===== src/rtl/mem_wb_stage_pkg.sv =====
// Shared constants for the MEM stage: opcodes, funct3 access codes and MEM FSM encoding.
package mem_wb_stage_pkg;

    localparam int REG_WIDTH      = 32;
    localparam int REG_ADDR_WIDTH = 5;

    localparam logic [6:0] OPC_LOAD  = 7'b0000011;
    localparam logic [6:0] OPC_STORE = 7'b0100011;

    localparam logic [2:0] F3_LB  = 3'b000;
    localparam logic [2:0] F3_LH  = 3'b001;
    localparam logic [2:0] F3_LW  = 3'b010;
    localparam logic [2:0] F3_LBU = 3'b100;
    localparam logic [2:0] F3_LHU = 3'b101;
    localparam logic [2:0] F3_SB  = 3'b000;
    localparam logic [2:0] F3_SH  = 3'b001;
    localparam logic [2:0] F3_SW  = 3'b010;

    typedef enum logic [1:0] {
        MEM_IDLE   = 2'd0,
        MEM_REQ    = 2'd1,
        MEM_WAIT_R = 2'd2
    } mem_state_e;

endpackage


===== src/rtl/mem_wb_stage_lsu_align.sv =====
// Byte-lane steering for stores and byte/half extraction with sign handling for loads.
module lsu_align
    import mem_wb_stage_pkg::*;
(
    input  logic [1:0]           offset,
    input  logic [2:0]           funct3,
    input  logic [REG_WIDTH-1:0] store_data,
    input  logic [REG_WIDTH-1:0] rdata,
    output logic [3:0]           be,
    output logic [REG_WIDTH-1:0] wdata,
    output logic [REG_WIDTH-1:0] load_data
);

    logic [7:0]  byte_s;
    logic [15:0] half_s;

    // Store lanes: replicate data so the enabled lane always carries it; unknown size writes nothing.
    always_comb begin
        be    = 4'b0000;
        wdata = store_data;
        case (funct3)
            F3_SB: begin
                be    = 4'b0001 << offset;
                wdata = {4{store_data[7:0]}};
            end
            F3_SH: begin
                be    = offset[1] ? 4'b1100 : 4'b0011;
                wdata = {2{store_data[15:0]}};
            end
            F3_SW: begin
                be    = 4'b1111;
                wdata = store_data;
            end
            default: begin
                be    = 4'b0000;
                wdata = store_data;
            end
        endcase
    end

    // Select the addressed byte; halves ignore offset[0].
    always_comb begin
        byte_s = rdata[7:0];
        case (offset)
            2'd0:    byte_s = rdata[7:0];
            2'd1:    byte_s = rdata[15:8];
            2'd2:    byte_s = rdata[23:16];
            2'd3:    byte_s = rdata[31:24];
            default: byte_s = rdata[7:0];
        endcase
        half_s = offset[1] ? rdata[31:16] : rdata[15:0];
    end

    // Extend to register width; undefined sizes return the whole word.
    always_comb begin
        load_data = rdata;
        case (funct3)
            F3_LB:   load_data = {{24{byte_s[7]}}, byte_s};
            F3_LBU:  load_data = {24'h000000, byte_s};
            F3_LH:   load_data = {{16{half_s[15]}}, half_s};
            F3_LHU:  load_data = {16'h0000, half_s};
            F3_LW:   load_data = rdata;
            default: load_data = rdata;
        endcase
    end

endmodule


===== src/rtl/mem_wb_stage.sv =====
// MEM stage: data-memory handshake FSM, front-end stall, and the registered MEM/WB boundary.
module mem_wb_stage
    import mem_wb_stage_pkg::*;
(
    input  logic                      clk,
    input  logic                      reset_n,
    input  logic [REG_WIDTH-1:0]      EX_MEM_alu_out,
    input  logic [REG_WIDTH-1:0]      EX_MEM_dataB,
    input  logic [6:0]                EX_MEM_inst_opcode,
    input  logic [2:0]                EX_MEM_funct3,
    input  logic [REG_ADDR_WIDTH-1:0] EX_MEM_rd,
    input  logic                      EX_MEM_reg_write_en,
    input  logic                      EX_MEM_mem_write_en,
    input  logic                      EX_MEM_wb_sel,
    output logic                      dmem_req,
    output logic                      dmem_we,
    output logic [REG_WIDTH-1:0]      dmem_addr,
    output logic [3:0]                dmem_be,
    output logic [REG_WIDTH-1:0]      dmem_wdata,
    input  logic                      dmem_gnt,
    input  logic                      dmem_rvalid,
    input  logic [REG_WIDTH-1:0]      dmem_rdata,
    output logic                      mem_stall,
    output logic [REG_ADDR_WIDTH-1:0] MEM_WB_rd,
    output logic                      MEM_WB_reg_write_en,
    output logic [REG_WIDTH-1:0]      MEM_WB_wb_data,
    output logic [6:0]                MEM_WB_inst_opcode
);

    mem_state_e                state_r, state_next_s;
    logic                      is_load_s, is_store_s, mem_op_s;
    logic                      req_s, complete_s, stall_s;
    logic [REG_WIDTH-1:0]      load_data_s, wb_data_s;
    logic [REG_ADDR_WIDTH-1:0] mem_wb_rd_r;
    logic                      mem_wb_we_r;
    logic [REG_WIDTH-1:0]      mem_wb_data_r;
    logic [6:0]                mem_wb_op_r;

    assign is_load_s  = (EX_MEM_inst_opcode == OPC_LOAD);
    assign is_store_s = (EX_MEM_inst_opcode == OPC_STORE) && EX_MEM_mem_write_en;
    assign mem_op_s   = is_load_s || is_store_s;

    lsu_align u_lsu_align (
        .offset     (EX_MEM_alu_out[1:0]),
        .funct3     (EX_MEM_funct3),
        .store_data (EX_MEM_dataB),
        .rdata      (dmem_rdata),
        .be         (dmem_be),
        .wdata      (dmem_wdata),
        .load_data  (load_data_s)
    );

    // Handshake state register.
    always_ff @(posedge clk or negedge reset_n) begin
        if (!reset_n) begin
            state_r <= MEM_IDLE;
        end else begin
            state_r <= state_next_s;
        end
    end

    // Next state, request and completion; rvalid only matters while waiting for read data.
    always_comb begin
        state_next_s = state_r;
        req_s        = 1'b0;
        complete_s   = 1'b0;
        case (state_r)
            MEM_IDLE: begin
                req_s = mem_op_s;
                if (!mem_op_s) begin
                    state_next_s = MEM_IDLE;
                end else if (!dmem_gnt) begin
                    state_next_s = MEM_REQ;
                end else if (is_store_s) begin
                    complete_s   = 1'b1;
                    state_next_s = MEM_IDLE;
                end else begin
                    state_next_s = MEM_WAIT_R;
                end
            end
            MEM_REQ: begin
                req_s = 1'b1;
                if (!mem_op_s) begin
                    state_next_s = MEM_IDLE;
                end else if (!dmem_gnt) begin
                    state_next_s = MEM_REQ;
                end else if (is_store_s) begin
                    complete_s   = 1'b1;
                    state_next_s = MEM_IDLE;
                end else begin
                    state_next_s = MEM_WAIT_R;
                end
            end
            MEM_WAIT_R: begin
                req_s = 1'b0;
                if (dmem_rvalid) begin
                    complete_s   = 1'b1;
                    state_next_s = MEM_IDLE;
                end else begin
                    state_next_s = MEM_WAIT_R;
                end
            end
            default: begin
                state_next_s = MEM_IDLE;
            end
        endcase
    end

    assign stall_s   = mem_op_s && !complete_s;
    assign wb_data_s = EX_MEM_wb_sel ? load_data_s : EX_MEM_alu_out;

    assign dmem_req  = req_s;
    assign dmem_we   = is_store_s;
    assign dmem_addr = {EX_MEM_alu_out[REG_WIDTH-1:2], 2'b00};
    assign mem_stall = stall_s;

    // MEM/WB register; a stalled cycle inserts a bubble so WB never sees a half-finished access.
    always_ff @(posedge clk or negedge reset_n) begin
        if (!reset_n) begin
            mem_wb_rd_r   <= {REG_ADDR_WIDTH{1'b0}};
            mem_wb_we_r   <= 1'b0;
            mem_wb_data_r <= {REG_WIDTH{1'b0}};
            mem_wb_op_r   <= 7'd0;
        end else if (stall_s) begin
            mem_wb_rd_r   <= {REG_ADDR_WIDTH{1'b0}};
            mem_wb_we_r   <= 1'b0;
            mem_wb_data_r <= {REG_WIDTH{1'b0}};
            mem_wb_op_r   <= 7'd0;
        end else begin
            mem_wb_rd_r   <= EX_MEM_rd;
            mem_wb_we_r   <= EX_MEM_reg_write_en;
            mem_wb_data_r <= wb_data_s;
            mem_wb_op_r   <= EX_MEM_inst_opcode;
        end
    end

    assign MEM_WB_rd           = mem_wb_rd_r;
    assign MEM_WB_reg_write_en = mem_wb_we_r;
    assign MEM_WB_wb_data      = mem_wb_data_r;
    assign MEM_WB_inst_opcode  = mem_wb_op_r;

endmodule


===== config.mk =====
export PLATFORM = sky130hd
export DESIGN_NAME = mem_wb_stage
export DESIGN_NICKNAME = d
export VERILOG_FILES = /design/src/rtl/mem_wb_stage_pkg.sv /design/src/rtl/mem_wb_stage_lsu_align.sv /design/src/rtl/mem_wb_stage.sv
export SDC_FILE = /design/constraint.sdc
export NUM_CORES = 1
export LEC_CHECK = 0
export BUFFER_PORTS_ARGS = -buffer_cell sky130_fd_sc_hd__buf_2
export CAP_MARGIN = 25
export CELL_PAD_IN_SITES_DETAIL_PLACEMENT = 0
export CELL_PAD_IN_SITES_GLOBAL_PLACEMENT = 1
export CORE_MARGIN = 5
export CORE_UTILIZATION = 28
export CTS_CLUSTER_DIAMETER = 200
export DETAILED_ROUTE_END_ITERATION = 7
export PLACE_DENSITY_LB_ADDON = 0.15
export SYNTH_ARGS = -nofsm -noshare
export SYNTH_HDL_FRONTEND = slang
export SYNTH_SLANG_ARGS = --single-unit

===== constraint.sdc =====
create_clock -name clk -period 2.84 [get_ports clk]
set_input_delay 0.568 -clock clk [delete_from_list [all_inputs] [get_ports clk]]
set_output_delay 0.568 -clock clk [all_outputs]
set_load 0.05 [all_outputs]

Yosys cells after proc, flatten, opt, wreduce, memory -nomap -nowiden
Index checks and enable logic that the tools add are counted.

Add/subtract/negate cells: 0. $mul: 0. Div/mod/pow operators: 0. Order comparisons: 0. Equality and inequality tests: 11. Shift-type cells: 1. Muxes and demuxes: 22. Bitwise logic cells: 0. Reductions and logical operators: 8.

Operators with widths (count): $pmux W32 S4 (1); $mux W32 (2); $pmux W32 S2 (1); $pmux W8 S4 (1); $mux W16 (1); $pmux W4 S3 (1); $mux W2 (4); $eq A7 B2 Y1 const B (1); $eq A7 B6 Y1 const B (1); $mux W7 (1); $eq A2 B2 Y1 const B (3); $eq A3 B3 Y1 const B (2); $mux W1 (5); $mux W5 (1); $eq A2 B1 Y1 const B (2); $logic_not A2 Y1 (2); $mux W4 (1); $pmux W1 S2 (2); $pmux W2 S2 (1); $shl A1 B2 Y4 const A (1); $eq A3 B1 Y1 const B (1); $eq A3 B2 Y1 const B (1); $logic_not A3 Y1 (1); $logic_and A1 B1 Y1 (2); other kinds (3) (3).

Bits in registers: 47. Bits in latches: 0. Memory bits (writable): 0. Bits in read-only memories: 0. Input port bits: 118. Logic and storage cells: 47. Memories: 0.

Logic depth before layout (Yosys ltp)
Gate-level depths: netlist of the first run.

Depth after elaboration: 9. Depth in mapped cells: 6. Mapped depth without buffers: 4.

Modules after synthesis
A second synthesis of the first run with hierarchy kept.

Cell total of the unflattened synthesis: 379. Area total of the unflattened synthesis: 3458.3 sq um.

Modules (own cells, without submodules): mem_wb_stage (times used 1, cells an instance 198, area each 2303.5 sq um, seq. area each 1176.1 sq um); lsu_align (times used 1, cells an instance 181, area each 1154.9 sq um, seq. area each 0.0 sq um).

Least setup slack after synthesis of the first run
No wires, ideal clock.

Path type: input to output. From: input EX_MEM_funct3[0]. To: output dmem_be[3]. Arrival time: 2.078 ns. Data required time: 2.272 ns. Setup slack: 0.194 ns. Stages on the path: 5. Cells stage by stage: buf_2 > buf_2 > buf_2 > o21ai_0 > a21oi_1.

Cells in the longest elaborated chain, start to end: 2.

RTL lines: from (decl) (line mem_wb_stage.sv:10) `input logic [2:0] EX_MEM_funct3,`; $eq A3 B2 Y1 (tied with other cells) (line mem_wb_stage_lsu_align.sv:21) `case (funct3)`; $pmux W4 S3 (*) (line mem_wb_stage_lsu_align.sv:21); to (decl) (line mem_wb_stage.sv:18) `output logic [3:0] dmem_be,`.

Every way passes the cells marked *; elsewhere a longest branch is shown, timed or not.

Final worst setup path of the first run
From: input EX_MEM_inst_opcode[2]. To: output dmem_req.

Cells in the longest elaborated chain, start to end: 4.

RTL lines: from (decl) (line mem_wb_stage.sv:9) `input logic [6:0] EX_MEM_inst_opcode,`; $eq A7 B6 Y1 (line mem_wb_stage.sv:40) `assign is_store_s = (EX_MEM_inst_opcode == OPC_STORE) && EX_MEM_mem_write_en;`; $logic_and A1 B1 Y1 (line mem_wb_stage.sv:40); $logic_or A1 B1 Y1 (*) (line mem_wb_stage.sv:41) `assign mem_op_s = is_load_s || is_store_s;`; $pmux W1 S2 (*) (line mem_wb_stage.sv:67) `case (state_r)`; to (decl) (line mem_wb_stage.sv:15) `output logic dmem_req,`.

Marked as above.

==> results of run 1 <==
-- power groups by stage --
stage	clock [mW]	combinational, mW	sequential [mW]
floorplan	0	0.456	0.946
global placement	0	0.886	0.748
detailed placement	0	0.888	0.748
CTS	0.445	0.889	0.735
global route	0.469	0.933	0.741
finish	0.419	0.877	0.735
-- worst max-delay path by stage --
stage,startpoint,end,slack (ns)
after floorplan,EX_MEM_funct3[0],dmem_be[3],0.19
after global placement,EX_MEM_inst_opcode[2],dmem_req,0.46
after detailed placement,EX_MEM_alu_out[1],MEM_WB_wb_data[15],0.47
after CTS,EX_MEM_inst_opcode[2],dmem_req,0.48
after global routing,EX_MEM_inst_opcode[2],dmem_req,0.30
final,EX_MEM_inst_opcode[2],dmem_req,0.46
-- cell families after synthesis --
family | Yosys count
buf+inv | 75
compound gates | 81
other cells | 1
flops | 47
mux | 37
simple gates | 95
-- registers in the layout, indices dropped and copies added (netlist names) --
signal	flops
MEM_WB_inst_opcode	7
state_r	2
MEM_WB_rd	5
MEM_WB_reg_write_en	1
MEM_WB_wb_data	32
-- metrics by stage --
stage | cells | power, mW
2_1_floorplan | 337 | 1.402
3_3_place_gp | 650 | 1.634
3_5_place_dp | 650 | 1.636
4_1_cts | 658 | 2.069
5_1_grt | 658 | 2.144
6_report | 658 | 2.030
-- cell type report --
| class | instances | area [sq um] | share of cell area |
|---|---|---|---|
| clock buffers | 6 | 72.57 | 0.01751 |
| multi-input cells | 215 | 1454 | 0.3508 |
| inverters | 9 | 33.78 | 0.008152 |
| well taps | 140 | 175.2 | 0.04227 |
| clock inverters | 2 | 16.27 | 0.003925 |
| flip-flops and latches | 47 | 1176 | 0.2838 |
| repair buffers | 239 | 1216 | 0.2935 |
-- layer usage --
metal  global-route usage  part of all wire
met5                    0                 0
met4              0.03443            0.0086
met2               0.2863              0.51
met3              0.03263             0.077
met1               0.2021              0.40
-- placed cells by master (no fill, tap or decap), types with 10 or more instances in the layout --
cell type | Yosys | routed
dfrtp_1 | 47 | 47
nor2_1 | 35 | 35
a211oi_2 | 11 | 10
nand2_1 | 31 | 31
a211oi_1 | 14 | 14
a21oi_1 | 19 | 19
mux2i_1 | 15 | 15
buf_2 | 9 | 231
o22ai_1 | 10 | 10
o21ai_0 | 13 | 13
mux2_2 | 21 | 21
==> flow_summary.yaml, run 1 <==
sta:
  finClkSkew_ns: 0.005623
  slew_violations: 0
  period_minus_slack_ns: 2.378
  rsz0062_at_grt: "false"
  finalSetupTns_ns: 0
  fmax_mhz: 420.5
  timing.final.hold_violations: 0
  worst_slack_ns: 0.4621
  timing.hold.ws_ns: 0.2492
  worstMarginPinSlew_ns: 0.5740
  max-slew-margin-rel: 0.6173
  period_share: 0.8373
  setup_viol: 0
status:
  status: "completed"
worst_setup_path:
  path_cells: "buf_2 -> nor4_1 -> and3_1 -> o21ai_0 -> a21oi_1 -> buf_2"
  cp_slowest_cell: "nor4_1"
  crit_family: "simple AND/OR/NAND/NOR gates"
  cp-end-kind: "primary output"
  critPathMostFrequentCell: "buf_2"
  cp-start-kind: "input port"
  cp.depth: 6
  arrival_ns: 1.81
  path_buf_inv: 2
  r2r-end: "MEM_WB_wb_data[7]"
  required_ns: 2.27
  cpPeakStageDelay_ns: 0.38
  r2r_cells: 4
  critPathMaxFanout: 2
  crit_type: "in -> out"
  reg2reg_slack_ns: 1.19
  r2r_start: "state_r[1]"
synthesis:
  synth-simple-area-share: 0.1398
  synth_top_family_by_area: "compound AO/OA/AOI/OAI gates"
  syn-cell-area_sq_um: 3088
  synth-edff-count: 0
  synth.ff_latch_count: 47
  synth_cell_types: 38
  synth.area.top_cells: "dfrtp_1, buf_4, mux2_2"
  async_reset_ff_frac: 1.000
  synth.most_common_cell: "dfrtp_1"
  synthTopCellsByCount: "dfrtp_1, buf_4, nor2_1"
  synth_fa_ha_area_frac: 0
  yosysTopAreaCell: "dfrtp_1"
  synthFlopType: "dfrtp_1"
  syn_area_per_cell_sq_um: 9.190
  synth_compound_area_frac: 0.1937
  ys_warn_count: 0
  synth-xor-area-share: 0
  syn_inst: 336
  synth_top_area_frac: 0.3809
  seq_area_frac_synth: 0.3809
  synthMuxAreaShare: 0.1325
pwr:
  ir_worst_vdd_mv: 0.1881
  switchingPower_uw: 898.0
  p_clk_frac: 0.206
  power_leakage_nw: 2.127
  p_seq_frac: 0.362
  comb_power_share: 0.432
  intPower_mw: 1.132
  switching_share: 0.4423
  powerDensity_nw_per_um2: 490.0
placement:
  place_area_sq_um: 4055
  port_buffers: 231
  place_hpwl_um: 8970
  place_congestion: 0.7942
  place_ws_ns: 0.4720
route:
  routed_wl_um: 11150
  avgRoutedWirePerCell_um: 16.95
  dr.pass1.iters: 4
  drc: 0
  viasPerCell: 4.619
  postRouteAntennaNets: 0
  vias: 3039
  drt-initial-drc-count: 103
cts:
  htreeDepth: 2
  ctsResizeCount: 0
  cts.sinks: 47
  clk_path_buf_depth: 2
  cts-root-buf: "clkbuf_8"
  clock_latency_ns: 0.30
  clkTransAtPathRegs_ns: 0.10
  post-cts-setup-buffers: 0
  hold_buffers: 0
  cts_tree: "yes"
  cts_buffers: 5
floorplan:
  ios: 234
  dieWidth_um: 115.0
  core_sq_um: 10840
  num_rows: 38
  start_util: 0.2849
  die_area_sq_um: 13230
  dieHeight_um: 115.0
global_routing:
  antenna_found_initial: 0
  grt_usage: 0.1612
  grt_pass1_vias: 3221
  grt_max_degree: 42
  grt_pass1_wl_um: 16770
  grt_remaining_overflow: 0
flow_run:
  cap_violations: 0
finish:
  drive_gt1_frac: 0.5463
  area_growth_pct: 34.20
  postLayoutCoreUtil: 0.3823
  nNetsFinal: 635
  fillers: 1178
  final_area_sq_um: 4144
  diodes: 0
worst_hold_path:
  hold_class: "in -> async"
Power figures use the tool's default switching activity.
==> run 2, diff against run 1 <==
--- a/config.mk
+++ b/config.mk
@@ -10,7 +10,7 @@
 export CELL_PAD_IN_SITES_DETAIL_PLACEMENT = 0
 export CELL_PAD_IN_SITES_GLOBAL_PLACEMENT = 1
 export CORE_MARGIN = 5
-export CORE_UTILIZATION = 28
+export CORE_UTILIZATION = 25
 export CTS_CLUSTER_DIAMETER = 200
 export DETAILED_ROUTE_END_ITERATION = 7
 export PLACE_DENSITY_LB_ADDON = 0.15
==> constraint.sdc (replaced) <==
create_clock -name clk -period 1.95 [get_ports clk]
set_input_delay 0.39 -clock clk [delete_from_list [all_inputs] [get_ports clk]]
set_output_delay 0.39 -clock clk [all_outputs]
set_load 0.05 [all_outputs]
==> run 2 against run 1 <==
  * Clock power rose by 140%
  * Sequential power is 46% higher
  * Critical path depth is 1 higher
  * Via count grew 2.3%
  * Sequential share of layout area down 2.8 points
  * Sequential cell count stayed put
  * Largest cell class unchanged
  * Hold slack worse by 0.042 ns
  * Non-clock buffer count rose by 17
==> flow_summary.yaml, run 2 (synthesis gave the netlist of run 1 again) <==
finish:
  drive_gt1_frac: 0.5944
  nNetsFinal: 652
  final_cell_mix: "buf_2, dfrtp_1, nor2_1, nand2_1, buf_4"
  area_growth_pct: 49.03
  diodes: 0
  largest_reg_flops: 32
  mostFrequentLayoutCell: "buf_2"
  postLayoutCoreUtil: 0.3815
  final_area_sq_um: 4602
  final_cells: 703
route:
  drc: 0
  viasPerCell: 4.424
  dr.pass1.iters: 4
  vias: 3110
  postRouteAntennaNets: 0
  routed_wl_um: 11470
  drt-initial-drc-count: 100
  avgRoutedWirePerCell_um: 16.32
sta:
  setup_viol: 0
  finClkSkew_ns: 0.002270
  period_share: 0.9782
  worstMarginPinSlew_ns: 0.6142
  worst_slack_ns: 0.04259
  timing.final.hold_violations: 0
  max-slew-margin-rel: 0.5905
  slew_violations: 0
  fmax_mhz: 524.3
  period_minus_slack_ns: 1.907
worst_setup_path:
  cp-endpoint: "dmem_req"
  r2r_cells: 5
  path_cells: "buf_2 -> nor4_4 -> buf_4 -> and3_4 -> o21ai_4 -> a21oi_2 -> buf_6"
  r2r-end: "MEM_WB_wb_data[30]"
  arrival_ns: 1.52
  crit_path_start: "EX_MEM_inst_opcode[3]"
  cp_slowest_cell: "nor4_4"
  reg2reg_slack_ns: 0.41
  cp-start-kind: "input port"
  cpPeakStageDelay_ns: 0.27
  cp-end-kind: "primary output"
  required_ns: 1.56
  r2r_start: "state_r[1]"
  critPathMaxFanout: 2
  crit_type: "in -> out"
pwr:
  power_leakage_nw: 2.284
  powerDensity_nw_per_um2: 743.3
  total_power_mw: 3.421
  ir_worst_vdd_mv: 0.3890
cts:
  clk_path_buf_depth: 2
  cts_buffers: 5
  cts_tree: "yes"
  cts-root-buf: "clkbuf_16"
  clock_latency_ns: 0.28
  clkTransAtPathRegs_ns: 0.07
  htreeDepth: 2
  cts.sinks: 47
floorplan:
  num_rows: 40
  start_util: 0.2560
  dieWidth_um: 121.1
  die_area_sq_um: 14670
  dieHeight_um: 121.1
  core_sq_um: 12060
  ios: 234
placement:
  place_ws_ns: -0.1602
  place_area_sq_um: 4358
  place_hpwl_um: 9343
  place_congestion: 0.7567
  place_inst: 694
  port_buffers: 231
status:
  status: "completed"
flow_run:
  cap_violations: 0
worst_hold_path:
  hold_class: "in -> async"
global_routing:
  grt_remaining_overflow: 0
  antenna_found_initial: 2
  grt_pass1_vias: 3169
  grt_usage: 0.1488
  grt_pass1_wl_um: 17190
  grt_max_degree: 48
## run 2: cell count changes in the layout (fill, tap and decap cells not counted), sizes merged
cell / before / now
buf: 239 / 256
bufinv: 0 / 1
clkbuf: 6 / 5
## run 2: area by class of cell
cell class	instances	area, sq um
multi-input combinational	215	1565
clock inverter	3	46.29
clock buffer	5	125.1
timing repair buffer	256	1445
tap	168	210.2
fill	1262	7460
inverter	9	33.78
sequential	47	1176
## run 2: worst min path at each step
stage                            endpoint  slack, ns  depth (start not counted)
CTS                 MEM_WB_inst_opcode[3]       0.23                          2
detailed placement             state_r[1]       0.51                          3
global placement    MEM_WB_inst_opcode[3]       0.51                          1
finish                       MEM_WB_rd[4]       0.21                          2
global route        MEM_WB_inst_opcode[6]       0.20                          1
floorplan           MEM_WB_inst_opcode[0]       0.09                          0
## run 2: repair_timing
item | 4_1_cts | 5_1_grt
gates resized for setup | 6 | 10
pin swaps | 0 | 3
setup endpoints to repair | 3 | 3
setup buffers | 0 | 1
hold buffers | 0 | 0
## run 2: per-layer routing
| metal | up-vias | part of all wire | track usage |
|---|---|---|---|
| met3 | 12 | 0.079 | 0.03730 |
| met5 | - | 0.0024 | 0 |
| met2 | 147 | 0.49 | 0.2609 |
| met1 | 1427 | 0.42 | 0.1854 |
| met4 | 4 | 0.011 | 0.03011 |
| li1 | 1520 | - | - |
## run 2: critical path, delay by kind of cell
family,cells,cell delay [ns]
simple gates,2,0.47
buf+inv,3,0.46
compound gates,2,0.19
## run 2: power breakdown
group	leakage, nW	internal, mW	switching, mW
registers	0.552	1.05	0.0177
clock network	0.0804	0.610	0.387
logic	1.65	0.387	0.969
## run 2: metrics by stage
| stage | TNS [ns] | hold slack, ns |
|---|---|---|
| CTS | 0 | 0.2304 |
| finish | 0 | 0.2077 |
| floorplan | -0.3063 | 0.09441 |
| detailed placement | -0.2657 | 0.5131 |
| global route | -0.009166 | 0.2006 |
| global placement | -0.2817 | 0.5135 |
